<file path="config.mk">
export PLATFORM = sky130hd
export DESIGN_NAME = up_core_param
export DESIGN_NICKNAME = d
export VERILOG_FILES = /design/src/rtl/up_core_param.sv
export SDC_FILE = /design/constraint.sdc
export NUM_CORES = 1
export LEC_CHECK = 0
export CELL_PAD_IN_SITES_DETAIL_PLACEMENT = 0
export CELL_PAD_IN_SITES_GLOBAL_PLACEMENT = 1
export CORE_ASPECT_RATIO = 0.8
export CORE_MARGIN = 1
export CORE_UTILIZATION = 42
export CTS_CLUSTER_DIAMETER = 150
export CTS_CLUSTER_SIZE = 24
export DETAILED_ROUTE_END_ITERATION = 16
export GPL_TIMING_DRIVEN = 0
export PLACE_DENSITY = 0.83
export SLEW_MARGIN = 25
export SYNTH_ARGS = -nofsm -noshare
export SYNTH_HDL_FRONTEND = slang
export SYNTH_SLANG_ARGS = --single-unit
</file>
<file path="constraint.sdc">
create_clock -name clk -period 7.6 [get_ports clk]
set_input_delay 1.9 -clock clk [delete_from_list [all_inputs] [get_ports clk]]
set_output_delay 1.9 -clock clk [all_outputs]
set_load 0.05 [all_outputs]
</file>
<file path="src/rtl/up_core_param.sv">
`timescale 1ns/1ps
`default_nettype none
// ============================================================================
//  Module      : up_core_param
//  Description : Parametrised accumulator CPU core with a 16-opcode set.
//                Program and data memories sit on external handshaked ports.
//                NPORTS synchronised input channels and NPORTS registered
//                output channels connect the core to board I/O.
//  Revision    : 1.0  initial release
// ----------------------------------------------------------------------------
//  Ports
//    clk           in   1              rising-edge clock
//    reset         in   1              asynchronous, active-low
//    run           in   1              1 = execute, 0 = hold at boundary
//    imem_req      out  1              instruction fetch request
//    imem_addr     out  PC_W           fetch address (= pc)
//    imem_ack      in   1              imem_rdata valid, completes fetch
//    imem_rdata    in   IW             instruction word (IW = 4+DATA_W)
//    dmem_addr     out  PC_W           data address (effective address)
//    dmem_re       out  1              read strobe, data valid 1 cycle later
//    dmem_we       out  1              write strobe, 1 cycle
//    dmem_wdata    out  DATA_W         write data (= acc)
//    dmem_rdata    in   DATA_W         read data
//    port_in       in   NPORTS*DATA_W  asynchronous input channels
//    port_out      out  NPORTS*DATA_W  output channel latches
//    port_out_stb  out  NPORTS         1-cycle pulse with each channel update
//    acc/c_flag/z_flag/pc  out         architectural state
// ============================================================================
module up_core_param #(
  parameter int DATA_W = 4,
  parameter int PC_W   = 12,
  parameter int NPORTS = 4
) (
  input  logic                     clk,
  input  logic                     reset,
  input  logic                     run,
  output logic                     imem_req,
  output logic [PC_W-1:0]          imem_addr,
  input  logic                     imem_ack,
  input  logic [DATA_W+3:0]        imem_rdata,
  output logic [PC_W-1:0]          dmem_addr,
  output logic                     dmem_re,
  output logic                     dmem_we,
  output logic [DATA_W-1:0]        dmem_wdata,
  input  logic [DATA_W-1:0]        dmem_rdata,
  input  logic [NPORTS*DATA_W-1:0] port_in,
  output logic [NPORTS*DATA_W-1:0] port_out,
  output logic [NPORTS-1:0]        port_out_stb,
  output logic [DATA_W-1:0]        acc,
  output logic                     c_flag,
  output logic                     z_flag,
  output logic [PC_W-1:0]          pc
);

  localparam int IW        = 4 + DATA_W;
  localparam int EA_FULL_W = DATA_W + IW;
  localparam int PIX_W     = (NPORTS > 1) ? $clog2(NPORTS) : 1;

  localparam logic [3:0] c_OP_JC    = 4'h0;
  localparam logic [3:0] c_OP_JNC   = 4'h1;
  localparam logic [3:0] c_OP_CMPI  = 4'h2;
  localparam logic [3:0] c_OP_CMPM  = 4'h3;
  localparam logic [3:0] c_OP_LIT   = 4'h4;
  localparam logic [3:0] c_OP_IN    = 4'h5;
  localparam logic [3:0] c_OP_LD    = 4'h6;
  localparam logic [3:0] c_OP_ST    = 4'h7;
  localparam logic [3:0] c_OP_JZ    = 4'h8;
  localparam logic [3:0] c_OP_JNZ   = 4'h9;
  localparam logic [3:0] c_OP_ADDI  = 4'hA;
  localparam logic [3:0] c_OP_ADDM  = 4'hB;
  localparam logic [3:0] c_OP_JMP   = 4'hC;
  localparam logic [3:0] c_OP_OUT   = 4'hD;
  localparam logic [3:0] c_OP_NANDI = 4'hE;
  localparam logic [3:0] c_OP_NANDM = 4'hF;

  typedef enum logic [2:0] {
    S_IDLE   = 3'd0,
    S_FETCH  = 3'd1,
    S_FETCH2 = 3'd2,
    S_MEMRD  = 3'd3,
    S_EXEC   = 3'd4
  } state_t;

  state_t r_state;
  state_t w_state_nxt;

  logic [PC_W-1:0]          r_pc;
  logic [DATA_W-1:0]        r_acc;
  logic                     r_c;
  logic                     r_z;
  logic [IW-1:0]            r_ir;
  logic [IW-1:0]            r_w2;
  logic [NPORTS*DATA_W-1:0] r_sync1;
  logic [NPORTS*DATA_W-1:0] r_sync2;
  logic [NPORTS*DATA_W-1:0] r_port_out;
  logic [NPORTS-1:0]        r_stb;

  logic [3:0]               w_op;
  logic [3:0]               w_fetch_op;
  logic [DATA_W-1:0]        w_k;
  logic [EA_FULL_W-1:0]     w_ea_full;
  logic [PC_W-1:0]          w_ea;
  logic [PIX_W-1:0]         w_pidx;
  logic [DATA_W-1:0]        w_in_val;
  logic [DATA_W-1:0]        w_x;
  logic [DATA_W:0]          w_sum;
  logic [DATA_W:0]          w_diff;
  logic [DATA_W-1:0]        w_acc_nxt;
  logic                     w_acc_wr;
  logic                     w_c_nxt;
  logic                     w_z_nxt;
  logic                     w_jump;

  function automatic logic f_two_word(input logic [3:0] i_op);
    case (i_op)
      c_OP_JC, c_OP_JNC, c_OP_CMPM, c_OP_LD, c_OP_ST,
      c_OP_JZ, c_OP_JNZ, c_OP_ADDM, c_OP_JMP, c_OP_NANDM: f_two_word = 1'b1;
      default:                                            f_two_word = 1'b0;
    endcase
  endfunction

  function automatic logic f_mem_rd(input logic [3:0] i_op);
    case (i_op)
      c_OP_CMPM, c_OP_LD, c_OP_ADDM, c_OP_NANDM: f_mem_rd = 1'b1;
      default:                                   f_mem_rd = 1'b0;
    endcase
  endfunction

  // ---------------------------------------------------------------- decode
  assign w_op       = r_ir[IW-1:DATA_W];
  assign w_k        = r_ir[DATA_W-1:0];
  assign w_fetch_op = imem_rdata[IW-1:DATA_W];
  // Effective address: operand nibble(s) of the first word above the whole
  // second word, truncated to the address width.
  assign w_ea_full  = {w_k, r_w2};
  assign w_ea       = w_ea_full[PC_W-1:0];
  assign w_pidx     = PIX_W'(32'(w_k) % NPORTS);
  assign w_in_val   = r_sync2[w_pidx*DATA_W +: DATA_W];
  // Memory-operand variants share the immediate ALU path; in EXEC the data
  // word read in MEMRD is on dmem_rdata.
  assign w_x        = f_mem_rd(w_op) ? dmem_rdata : w_k;
  assign w_sum      = {1'b0, r_acc} + {1'b0, w_x};
  assign w_diff     = {1'b0, r_acc} - {1'b0, w_x};

  // ------------------------------------------------------------------ FSM
  always_ff @(posedge clk or negedge reset) begin
    if (!reset) begin
      r_state <= S_IDLE;
    end else begin
      r_state <= w_state_nxt;
    end
  end

  always_comb begin
    w_state_nxt = r_state;
    imem_req    = 1'b0;
    dmem_re     = 1'b0;
    dmem_we     = 1'b0;
    case (r_state)
      S_IDLE: begin
        if (run) w_state_nxt = S_FETCH;
      end
      S_FETCH: begin
        imem_req = 1'b1;
        if (imem_ack) w_state_nxt = f_two_word(w_fetch_op) ? S_FETCH2 : S_EXEC;
      end
      S_FETCH2: begin
        imem_req = 1'b1;
        // r_ir already holds the first word here.
        if (imem_ack) w_state_nxt = f_mem_rd(w_op) ? S_MEMRD : S_EXEC;
      end
      S_MEMRD: begin
        dmem_re     = 1'b1;
        w_state_nxt = S_EXEC;
      end
      S_EXEC: begin
        dmem_we     = (w_op == c_OP_ST);
        w_state_nxt = S_IDLE;
      end
      default: w_state_nxt = S_IDLE;
    endcase
  end

  // ------------------------------------------------------- execute results
  always_comb begin
    w_acc_nxt = r_acc;
    w_acc_wr  = 1'b0;
    w_c_nxt   = r_c;
    w_z_nxt   = r_z;
    w_jump    = 1'b0;
    case (w_op)
      c_OP_JC:  w_jump = r_c;
      c_OP_JNC: w_jump = ~r_c;
      c_OP_JZ:  w_jump = r_z;
      c_OP_JNZ: w_jump = ~r_z;
      c_OP_JMP: w_jump = 1'b1;
      c_OP_CMPI, c_OP_CMPM: begin
        w_c_nxt = w_diff[DATA_W];
        w_z_nxt = (w_diff[DATA_W-1:0] == '0);
      end
      c_OP_LIT: begin
        w_acc_nxt = w_k;
        w_acc_wr  = 1'b1;
        w_c_nxt   = 1'b0;
      end
      c_OP_IN: begin
        w_acc_nxt = w_in_val;
        w_acc_wr  = 1'b1;
        w_c_nxt   = 1'b0;
      end
      c_OP_LD: begin
        w_acc_nxt = dmem_rdata;
        w_acc_wr  = 1'b1;
        w_c_nxt   = 1'b0;
      end
      c_OP_ADDI, c_OP_ADDM: begin
        w_acc_nxt = w_sum[DATA_W-1:0];
        w_acc_wr  = 1'b1;
        w_c_nxt   = w_sum[DATA_W];
      end
      c_OP_NANDI, c_OP_NANDM: begin
        w_acc_nxt = ~(r_acc & w_x);
        w_acc_wr  = 1'b1;
        w_c_nxt   = 1'b0;
      end
      default: ;
    endcase
    if (w_acc_wr) w_z_nxt = (w_acc_nxt == '0);
  end

  // --------------------------------------------------------------- datapath
  always_ff @(posedge clk or negedge reset) begin
    if (!reset) begin
      r_pc       <= '0;
      r_acc      <= '0;
      r_c        <= 1'b0;
      r_z        <= 1'b0;
      r_ir       <= '0;
      r_w2       <= '0;
      r_sync1    <= '0;
      r_sync2    <= '0;
      r_port_out <= '0;
      r_stb      <= '0;
    end else begin
      r_sync1 <= port_in;
      r_sync2 <= r_sync1;
      r_stb   <= '0;
      case (r_state)
        S_FETCH: begin
          if (imem_ack) begin
            r_ir <= imem_rdata;
            r_pc <= r_pc + PC_W'(1);
          end
        end
        S_FETCH2: begin
          if (imem_ack) begin
            r_w2 <= imem_rdata;
            r_pc <= r_pc + PC_W'(1);
          end
        end
        S_EXEC: begin
          r_acc <= w_acc_nxt;
          r_c   <= w_c_nxt;
          r_z   <= w_z_nxt;
          if (w_jump) r_pc <= w_ea;
          // Strobe is registered alongside the latch so both change together.
          if (w_op == c_OP_OUT) begin
            r_port_out[w_pidx*DATA_W +: DATA_W] <= r_acc;
            r_stb[w_pidx]                       <= 1'b1;
          end
        end
        default: ;
      endcase
    end
  end

  assign imem_addr    = r_pc;
  assign dmem_addr    = w_ea;
  assign dmem_wdata   = r_acc;
  assign port_out     = r_port_out;
  assign port_out_stb = r_stb;
  assign acc          = r_acc;
  assign c_flag       = r_c;
  assign z_flag       = r_z;
  assign pc           = r_pc;

endmodule
`default_nettype wire

</file>
==> impl_metrics.json, run 1 <==
{
  "firstDrtPassIters": 4,
  "die-area_um2": 11000,
  "rows": 33,
  "syn_avg_cell_area_um2": 10.4,
  "grt_pass1_vias": 3338,
  "num_vias": 3541,
  "status": "complete, no violations",
  "synth-seq-cells": 89,
  "fin_tns_setup_ps": 0,
  "multi_input_area_um2": 1880,
  "async_reset_ff_share_pct": 100,
  "cts_tree": "yes",
  "gp_congestion": 0.881,
  "clock_latency_ps": 350,
  "ios": 101,
  "crit_slowest_cell": "clkdlybuf4s50_1",
  "critPathMaxFanout": 10,
  "diodes": 0,
  "syn_area_um2": 4430,
  "seq_area_frac_synth_pct": 50.2,
  "power.leakage_uw": 0.00250,
  "crit_family": "buffers and inverters",
  "hold_class": "register to register",
  "synthFlopType": "dfrtp_1",
  "max_stage_delay_ps": 810,
  "min_period_over_period_pct": 57.8,
  "setup_viol": 0,
  "seq_area_um2": 2230,
  "wl_mm": 11.3,
  "viasPerCell": 5.18,
  "fill_cells": 931,
  "areaGrowthSynthToFinish_pct": 34.0,
  "crit_chain": "buf_2 -> nor3b_1 -> buf_2 -> nand2_1 -> nor2_1 -> clkdlybuf4s50_1",
  "core_um2": 10200,
  "cap_viol_max_count": 0,
  "clockBufferDepth": 2,
  "wl_per_cell_um": 16.5,
  "yosysWarnings": 0,
  "numCtsBuffers": 9,
  "dp_slack_ps": 3090,
  "maxSlewViolCount": 0,
  "grt_antenna_before_repair": 0,
  "cp-end-kind": "output port",
  "clock-sinks": 89,
  "fmax_ghz": 0.228,
  "start_util_pct": 43.3,
  "drc": 0,
  "grt.overflow.total": 0,
  "power_density_nw_per_um2": 483,
  "cp_common_cell": "buf_2",
  "met3_usage_pct": 5.68,
  "cts_resized": 0,
  "synth_cell_types": 54,
  "nets": 588,
  "synthesis.nets": 476,
  "postRouteAntennaNets": 0,
  "clkTransAtPathRegs_ps": 70,
  "grt_pass1_wl_mm": 18.2,
  "fp.dieW_um": 117,
  "critPathBufInv": 3,
  "tightestPinTransition_ps": 675,
  "drt_iter0_markers": 287,
  "crit_required_ps": 5700,
  "cts_root_buffer": "clkbuf_16",
  "h-tree-depth": 3,
  "cp-start-kind": "register",
  "die_h_um": 93.9,
  "synth_edf_count": 0,
  "cp_data_arrival_time_ps": 2490,
  "fin_skew_ps": 9.75,
  "grt_max_degree": 69,
  "vdd_ir_drop_max_mv": 0.192,
  "period_needed_ps": 4390,
  "postCtsSetupRepairBufs": 0,
  "worst_slack_ps": 3210,
  "dp.final_hpwl_mm": 8.32,
  "portBuffers": 100,
  "max_slew_margin_pct": 54.6,
  "drive_above_1_share_pct": 13.6,
  "grt-busiest-layer": "met1",
  "path_class": "register to output port",
  "met2_usage_pct": 29.8,
  "postCtsHoldBufs": 0,
  "grtUsageTotal_pct": 22.1,
  "netlist_instances": 427,
  "rsz0062_at_grt": "no",
  "hold_viol": 0,
  "use_met1_pct": 33.8
}
## metal layers
layer / up-vias / wire length [um]
met4: 0 / 127
met1: 1712 / 5560
li1: 1713 / -
met5: - / 0
met2: 107 / 4830
met3: 9 / 788
## kinds of logic after synthesis
family	count (synthesis)	share of synthesized area (%)
muxes	23	6.49
adders and majority gates	17	5.14
and+or+nand+nor	130	14.6
DFF	89	50.2
buffers and inverters	61	7.25
xor gates and xnor gates	6	1.19
AOI/OAI and AO/OA	101	15.1
## area by class of cell
| cell class | instances | area share (%) |
|---|---|---|
| Buffer | 40 | 4.09 |
| Clock buffer | 10 | 3.85 |
| Clock inverter | 6 | 1.24 |
| Inverter | 21 | 1.33 |
| Multi-Input combinational cell | 277 | 31.7 |
| Sequential cell | 89 | 37.5 |
| Tap cell | 140 | 2.95 |
| Timing Repair Buffer | 101 | 17.3 |
## through the flow
stage	utilization [%]	std cells	hold WS (ps)	instance area, um^2	power (uW)
after floorplan	-	427	331	4430	1900
after global placement	54.8	667	334	5610	2400
after detailed placement	55.1	668	335	5640	2410
after CTS	58.0	684	350	5940	2880
after global routing	58.0	684	354	5940	3040
final	58.0	684	344	5940	2870
## placed cells by master, fill, tap and decap left out, types with 3 or more instances in the layout
cell type        Yosys  final
a211oi_1             7      7
a21oi_1             14     14
a2bb2oi_1            9      9
a31oi_1              6      6
and2_1               3      3
and3_1               3      3
buf_2               11     11
buf_4               21     21
clkbuf_1             6      7
clkbuf_16            0      9
clkdlybuf4s50_1      0     99
dfrtp_1             89     89
ha_1                15     15
inv_1               21     21
mux2_2              16     16
mux2i_1              4      4
mux4_2               3      3
nand2_1             56     56
nand2b_1             4      4
nand3_1              9      9
nor2_1              16     16
nor2b_1              5      5
nor3_1              15     15
nor3b_1              8      8
o21ai_0             34     34
o22a_1               4      4
o22ai_1              5      5
o32ai_1              5      5
xnor2_1              4      4
## state kept, by name (all words and copies together) (netlist names)
register,cells
acc,4
r_w2,8
c_flag,1
r_ir,8
r_state,3
z_flag,1
port_out_stb,4
port_out,16
r_sync2,16
r_sync1,16
imem_addr,12
## cell usage after synthesis, drive strengths merged, types with 2 or more instances
master	number	area [um^2]
nor2	16	60.1
fa	2	40.0
nand2b	5	33.8
a211o	2	17.5
a21oi	14	70.1
nor2b	5	31.3
ha	15	188
clkbuf	6	22.5
a2111oi	3	32.5
o22ai	5	31.3
xor2	2	17.5
o32ai	5	43.8
a211oi	7	52.6
nor3b	8	60.1
o31ai	2	15.0
and3	3	18.8
a2bb2oi	9	78.8
mux2i	4	40.0
o21ai	35	179
and2	3	18.8
nor3	15	75.1
nand2	56	210
dfrtp	89	2230
inv	21	78.8
a31oi	6	37.5
nor4	2	27.5
o22a	4	35.0
xnor2	4	35.0
buf	34	220
mux4	3	67.6
nand3	9	45.0
or3	2	12.5
mux2	16	180
## path summary, 6_finish.rpt
check	from	to	slack (ps)	depth (start not counted)
setup / recovery	r_state[0]	dmem_we	3210	6
hold / removal	r_sync1[0]	r_sync2[0]	340	0
setup reg to reg	r_ir[7]	z_flag	4010	12
hold reg to reg	r_sync1[0]	r_sync2[0]	340	0
max in group asynchronous	reset	port_out[4]	5620	2
min in group asynchronous	reset	port_out[13]	1400	1
## power breakdown
group,switching [uW],total (uW),internal [uW],leakage (uW)
Combinational,1040,1680,643,0.00126
Clock,195,453,259,0.000141
Sequential,151,735,583,0.00109
## worst register-to-register path: cells and delay by family, from the launching register on
kind                     cells  cell delay, ps
flip-flops                   1             370
buffers and inverters        3             420
adder cells (fa/ha/maj)      2             590
AO/OA/AOI/OAI                2             560
AND/OR/NAND/NOR              3            1040
XOR/XNOR                     1             170
multiplexers                 1             390
(Power assumes the default switching activity.)
==> run 2: changes to the inputs <==
--- a/config.mk
+++ b/config.mk
@@ -9,12 +9,12 @@
 export CELL_PAD_IN_SITES_GLOBAL_PLACEMENT = 1
 export CORE_ASPECT_RATIO = 0.8
 export CORE_MARGIN = 1
-export CORE_UTILIZATION = 42
+export CORE_UTILIZATION = 35
 export CTS_CLUSTER_DIAMETER = 150
 export CTS_CLUSTER_SIZE = 24
 export DETAILED_ROUTE_END_ITERATION = 16
 export GPL_TIMING_DRIVEN = 0
-export PLACE_DENSITY = 0.83
+export PLACE_DENSITY = 0.73
 export SLEW_MARGIN = 25
 export SYNTH_ARGS = -nofsm -noshare
 export SYNTH_HDL_FRONTEND = slang
==> constraint.sdc (replaced) <==
create_clock -name clk -period 3.51 [get_ports clk]
set_input_delay 0.8775 -clock clk [delete_from_list [all_inputs] [get_ports clk]]
set_output_delay 0.8775 -clock clk [all_outputs]
set_load 0.05 [all_outputs]
==> impl_metrics.json, run 2 (synthesis results as in run 1) <==
{
  "status": "complete, no violations",
  "tightestPinTransition_ps": 658,
  "p_sw_share_pct": 48.4,
  "wl_per_cell_um": 16.2,
  "h-tree-depth": 3,
  "gp_congestion": 0.878,
  "grt_antenna_before_repair": 0,
  "layout_common_cells": "clkdlybuf4s50_1 (98), dfrtp_1 (89), nand2_1 (56)",
  "grt_pass1_vias": 3376,
  "power_density_nw_per_um2": 1040,
  "r2r_end": "z_flag",
  "rsz0062_at_grt": "no",
  "grt.overflow.total": 0,
  "fill_cells": 1150,
  "hold_start": "r_sync1[6]",
  "seq_area_um2": 2230,
  "path_class": "register to register",
  "cp_data_arrival_time_ps": 3640,
  "fin_skew_ps": 10.3,
  "p_comb_share_pct": 59.0,
  "crit_family": "simple AND/OR/NAND/NOR gates",
  "postCtsHoldBufs": 0,
  "grt_pass1_wl_mm": 18.3,
  "portBuffers": 100,
  "power.switching_uw": 3040,
  "max_stage_delay_ps": 720,
  "start_util_pct": 36.2,
  "seq_power_share_pct": 25.4,
  "areaGrowthSynthToFinish_pct": 35.6,
  "diodes": 0,
  "rows": 36,
  "placed_cells": 699,
  "cts_resized": 2,
  "critPathMaxFanout": 8,
  "drive_above_1_share_pct": 14.2,
  "die_h_um": 103,
  "hold_class": "register to register",
  "period_needed_ps": 3360,
  "layout_commonest_cell": "clkdlybuf4s50_1",
  "fmax_ghz": 0.297,
  "setup_viol": 0,
  "clkTransAtPathRegs_ps": 70,
  "vdd_ir_drop_max_mv": 0.473,
  "multi_input_area_um2": 1910,
  "cts_root_buffer": "clkbuf_16",
  "stdcell_count": 715,
  "core_um2": 12300,
  "min_period_over_period_pct": 95.8,
  "crit_chain": "buf_4 -> nor2b_1 -> clkbuf_4 -> xnor2_2 -> nand2b_4 -> mux2_2 -> ha_1 -> inv_1 -> fa_1 -> or4b_2 -> o31ai_4 -> a41o_1",
  "crit_required_ps": 3790,
  "clkPwrFrac_pct": 15.5,
  "postCtsSetupRepairBufs": 0,
  "reg2reg_depth": 12,
  "reg2reg_slack_ps": 150,
  "firstDrtPassIters": 4,
  "drc": 0,
  "ios": 101,
  "die-area_um2": 13100,
  "postRouteAntennaNets": 0,
  "num_vias": 3589,
  "cap_viol_max_count": 0,
  "crit_slowest_cell": "or4b_2",
  "intPower_uw": 3240,
  "viasPerCell": 5.02,
  "grt_max_degree": 57,
  "clockBufferDepth": 2,
  "critPathBufInv": 3,
  "numCtsBuffers": 9,
  "wl_mm": 11.6,
  "fp.dieW_um": 128,
  "maxSlewViolCount": 0,
  "hold_viol": 0,
  "drt_iter0_markers": 249,
  "cp-start-kind": "register",
  "clock_latency_ps": 340,
  "power.leakage_uw": 0.00253,
  "r2r_start": "r_ir[7]",
  "cp-end-kind": "register",
  "max_slew_margin_pct": 55.8,
  "grtUsageTotal_pct": 18.2,
  "cts_tree": "yes",
  "whs_path_depth": 0,
  "holdPathEnd": "r_sync2[6]",
  "clock-sinks": 89,
  "dp.final_hpwl_mm": 8.56,
  "holdWs_ps": 346,
  "nets": 588
}
[run 2: cell count changes in the layout (fill, tap and decap cells not counted)]
cell	before	now
xnor2_2	0	1
dlymetal6s2s_1	0	1
nand2b_1	4	3
xnor2_1	4	3
clkdlybuf4s50_1	99	98
o31ai_1	2	1
o31ai_4	0	1
clkbuf_4	0	1
nand2b_4	0	1
buf_2	11	10
[run 2: routing by layer]
layer  vias up  track usage (%)  wire length, um
met5         -                0                0
met4         0             4.52               69
met3         6             3.68              700
met2       117             27.0             5210
met1      1752             27.1             5600
li1       1714                -                -
[run 2: worst max-delay path by stage]
stage	start	end	slack [ps]	cells past startpoint
3_3_place_gp	reset	imem_addr[9]	-1640	1
5_1_grt	r_ir[7]	z_flag	50	12
4_1_cts	r_state[0]	dmem_we	30	6
2_1_floorplan	r_ir[7]	z_flag	390	12
3_5_place_dp	r_ir[7]	z_flag	-70	12
6_report	r_ir[7]	z_flag	150	12
[run 2: metrics by stage]
| step | setup TNS [ps] | utilization [%] | power [uW] | cell area (um^2) | setup slack, ps |
|---|---|---|---|---|---|
| 3_3_place_gp | -145550 | 46.1 | 5210 | 5650 | -1640 |
| 3_5_place_dp | -69.9 | 46.3 | 5240 | 5680 | -69.9 |
| 4_1_cts | 0 | 48.9 | 6250 | 5990 | 34.5 |
| 2_1_floorplan | 0 | - | 4110 | 4430 | 386 |
| 5_1_grt | 0 | 49.1 | 6640 | 6010 | 47.1 |
| 6_report | 0 | 49.1 | 6280 | 6010 | 147 |
[run 2: cell type report]
cell class / instances / area share [%]
sequential: 89 / 37.0
multi-input combinational: 277 / 31.8
buffer: 40 / 4.08
clock inverter: 6 / 1.23
clock buffer: 10 / 3.81
timing repair buffer: 101 / 17.2
tap: 171 / 3.56
inverter: 21 / 1.31
[run 2: worst register-to-register path, cell delays in order, from the launching register on]
cell      delay (ps)
dfrtp_1          360
buf_4            160
nor2b_1          100
clkbuf_4         190
xnor2_2          140
nand2b_4         200
mux2_2           360
ha_1             200
inv_1             70
fa_1             400
or4b_2           720
o31ai_4          270
a41o_1           140
[run 2: power groups by stage]
stage	logic [uW]	registers [uW]	clock network [uW]
after floorplan	2050	2050	0
after global placement	3600	1610	0
after detailed placement	3620	1620	0
after CTS	3650	1600	1000
after global routing	3960	1640	1040
final	3700	1600	976
==> run 3: changes to the inputs <==
--- a/config.mk
+++ b/config.mk
@@ -8,10 +8,10 @@
 export CELL_PAD_IN_SITES_DETAIL_PLACEMENT = 0
 export CELL_PAD_IN_SITES_GLOBAL_PLACEMENT = 1
 export CORE_ASPECT_RATIO = 0.8
-export CORE_MARGIN = 1
+export CORE_MARGIN = 1.5
 export CORE_UTILIZATION = 35
 export CTS_CLUSTER_DIAMETER = 150
-export CTS_CLUSTER_SIZE = 24
+export CTS_CLUSTER_SIZE = 8
 export DETAILED_ROUTE_END_ITERATION = 16
 export GPL_TIMING_DRIVEN = 0
 export PLACE_DENSITY = 0.73
==> impl_metrics.json, run 3 (synthesis results as in run 1) <==
{
  "postCtsSetupRepairBufs": 0,
  "numCtsBuffers": 9,
  "fin_skew_ps": 4.52,
  "rsz0062_at_grt": "no",
  "setup_viol": 0,
  "cp_data_arrival_time_ps": 3650,
  "cap_viol_max_count": 0,
  "clkTransAtPathRegs_ps": 70,
  "drt_iter0_markers": 340,
  "maxSlewViolCount": 0,
  "drc": 0,
  "wl_mm": 11.8,
  "cts_tree": "yes",
  "routed-wl-met2_mm": 5.31,
  "critPathMaxFanout": 8,
  "grtUsageTotal_pct": 18.6,
  "min_period_over_period_pct": 96.1,
  "r2r_end": "z_flag",
  "holdWs_ps": 349,
  "whs_path_depth": 0,
  "r2r_start": "r_ir[7]",
  "stdcell_count": 715,
  "cts_root_buffer": "clkbuf_16",
  "vdd_ir_drop_max_mv": 0.440,
  "fmax_ghz": 0.296,
  "layout_commonest_cell": "clkdlybuf4s50_1",
  "viasPerCell": 5.04,
  "layout_common_cells": "clkdlybuf4s50_1 (98), dfrtp_1 (89), nand2_1 (56)",
  "grt_pass1_vias": 3430,
  "die-area_um2": 13400,
  "clock_latency_ps": 340,
  "grt_max_degree": 58,
  "grt_antenna_before_repair": 0,
  "dp_slack_ps": -119,
  "num_vias": 3601,
  "cp-start-kind": "register",
  "hold_viol": 0,
  "worst_slack_ps": 136,
  "ios": 101,
  "clockBufferDepth": 2,
  "die_h_um": 104,
  "core_um2": 12300,
  "grt_pass1_wl_mm": 19.2,
  "crit_required_ps": 3790,
  "h-tree-depth": 3,
  "start_util_pct": 36.2,
  "power.leakage_uw": 0.00254,
  "period_needed_ps": 3370,
  "power_uw": 6280,
  "clock-sinks": 89,
  "gp_congestion": 0.896,
  "rows": 36,
  "fp.dieW_um": 129,
  "holdPathEnd": "r_sync2[4]",
  "reg2reg_slack_ps": 140,
  "grt.overflow.total": 0,
  "placed_cells": 699,
  "cp-end-kind": "register",
  "routed.top_layer": "met4",
  "power_density_nw_per_um2": 1040,
  "hold_start": "r_sync1[4]",
  "wl_met3_um": 658,
  "fin_area_um2": 6020,
  "met1_length_mm": 5.76,
  "firstDrtPassIters": 7,
  "diodes": 0,
  "postRouteAntennaNets": 0,
  "drive_above_1_share_pct": 14.3,
  "reg2reg_depth": 12,
  "dp.final_hpwl_mm": 8.68,
  "nets": 588,
  "portBuffers": 100,
  "tightestPinTransition_ps": 665,
  "areaGrowthSynthToFinish_pct": 35.7,
  "wl_per_cell_um": 16.5,
  "hold_class": "register to register",
  "max_slew_margin_pct": 55.3,
  "status": "complete, no violations",
  "placed_cell_area_um2": 5680,
  "path_class": "register to register"
}
==> run 3: critical path, stage by stage, from the launching register on <==
cell and delay (ps):
dfrtp_1 360, buf_4 160, nor2b_1 110, clkbuf_4 200
xnor2_2 130, nand2b_4 200, mux2_2 360, ha_1 200
inv_1 70, fa_1 400, or4b_2 710, o31ai_4 270
a41o_1 140
==> run 3: area by class of cell <==
cell class	count	area (um^2)
Timing Repair Buffer	101	1030
Clock buffer	10	239
Clock inverter	6	67.6
Multi-Input combinational cell	277	1910
Sequential cell	89	2230
Inverter	21	78.8
Fill cell	1171	6230
Tap cell	171	214
Buffer	40	245
==> run 3: power by group <==
part | internal, uW | total (uW) | switching (uW) | leakage, uW
clock network | 526 | 980 | 454 | 0.000152
registers | 1260 | 1600 | 337 | 0.00109
logic | 1410 | 3700 | 2290 | 0.00129
==> run 3: what timing repair did <==
action / 4_1_cts / 5_1_grt
hold buffers: 0 / 0
setup endpoints to repair: 1 / 2
resized for setup: 2 / 5
endpoints found under the hold margin: 0 / 0
==> run 3: metal layers <==
metal | up-vias | GRT usage (%)
met5 | - | 0
met2 | 104 | 27.1
met1 | 1772 | 28.1
met3 | 6 | 3.51
met4 | 0 | 4.57
li1 | 1719 | -
==> run 3: worst max path at each step <==
stage | cells after the start | slack [ps] | end | from
global placement | 1 | -1600 | imem_addr[11] | reset
floorplan | 12 | 390 | z_flag | r_ir[7]
CTS | 12 | 30 | z_flag | r_ir[7]
detailed placement | 12 | -120 | z_flag | r_ir[7]
finish | 12 | 140 | z_flag | r_ir[7]
global route | 12 | 40 | z_flag | r_ir[7]
==> run 3: metrics by stage <==
stage / setup TNS (ps) / util [%]
after global routing: 0 / 49.1
final: 0 / 49.1
after floorplan: 0 / -
after CTS: 0 / 48.9
after detailed placement: -119 / 46.3
after global placement: -142040 / 46.1
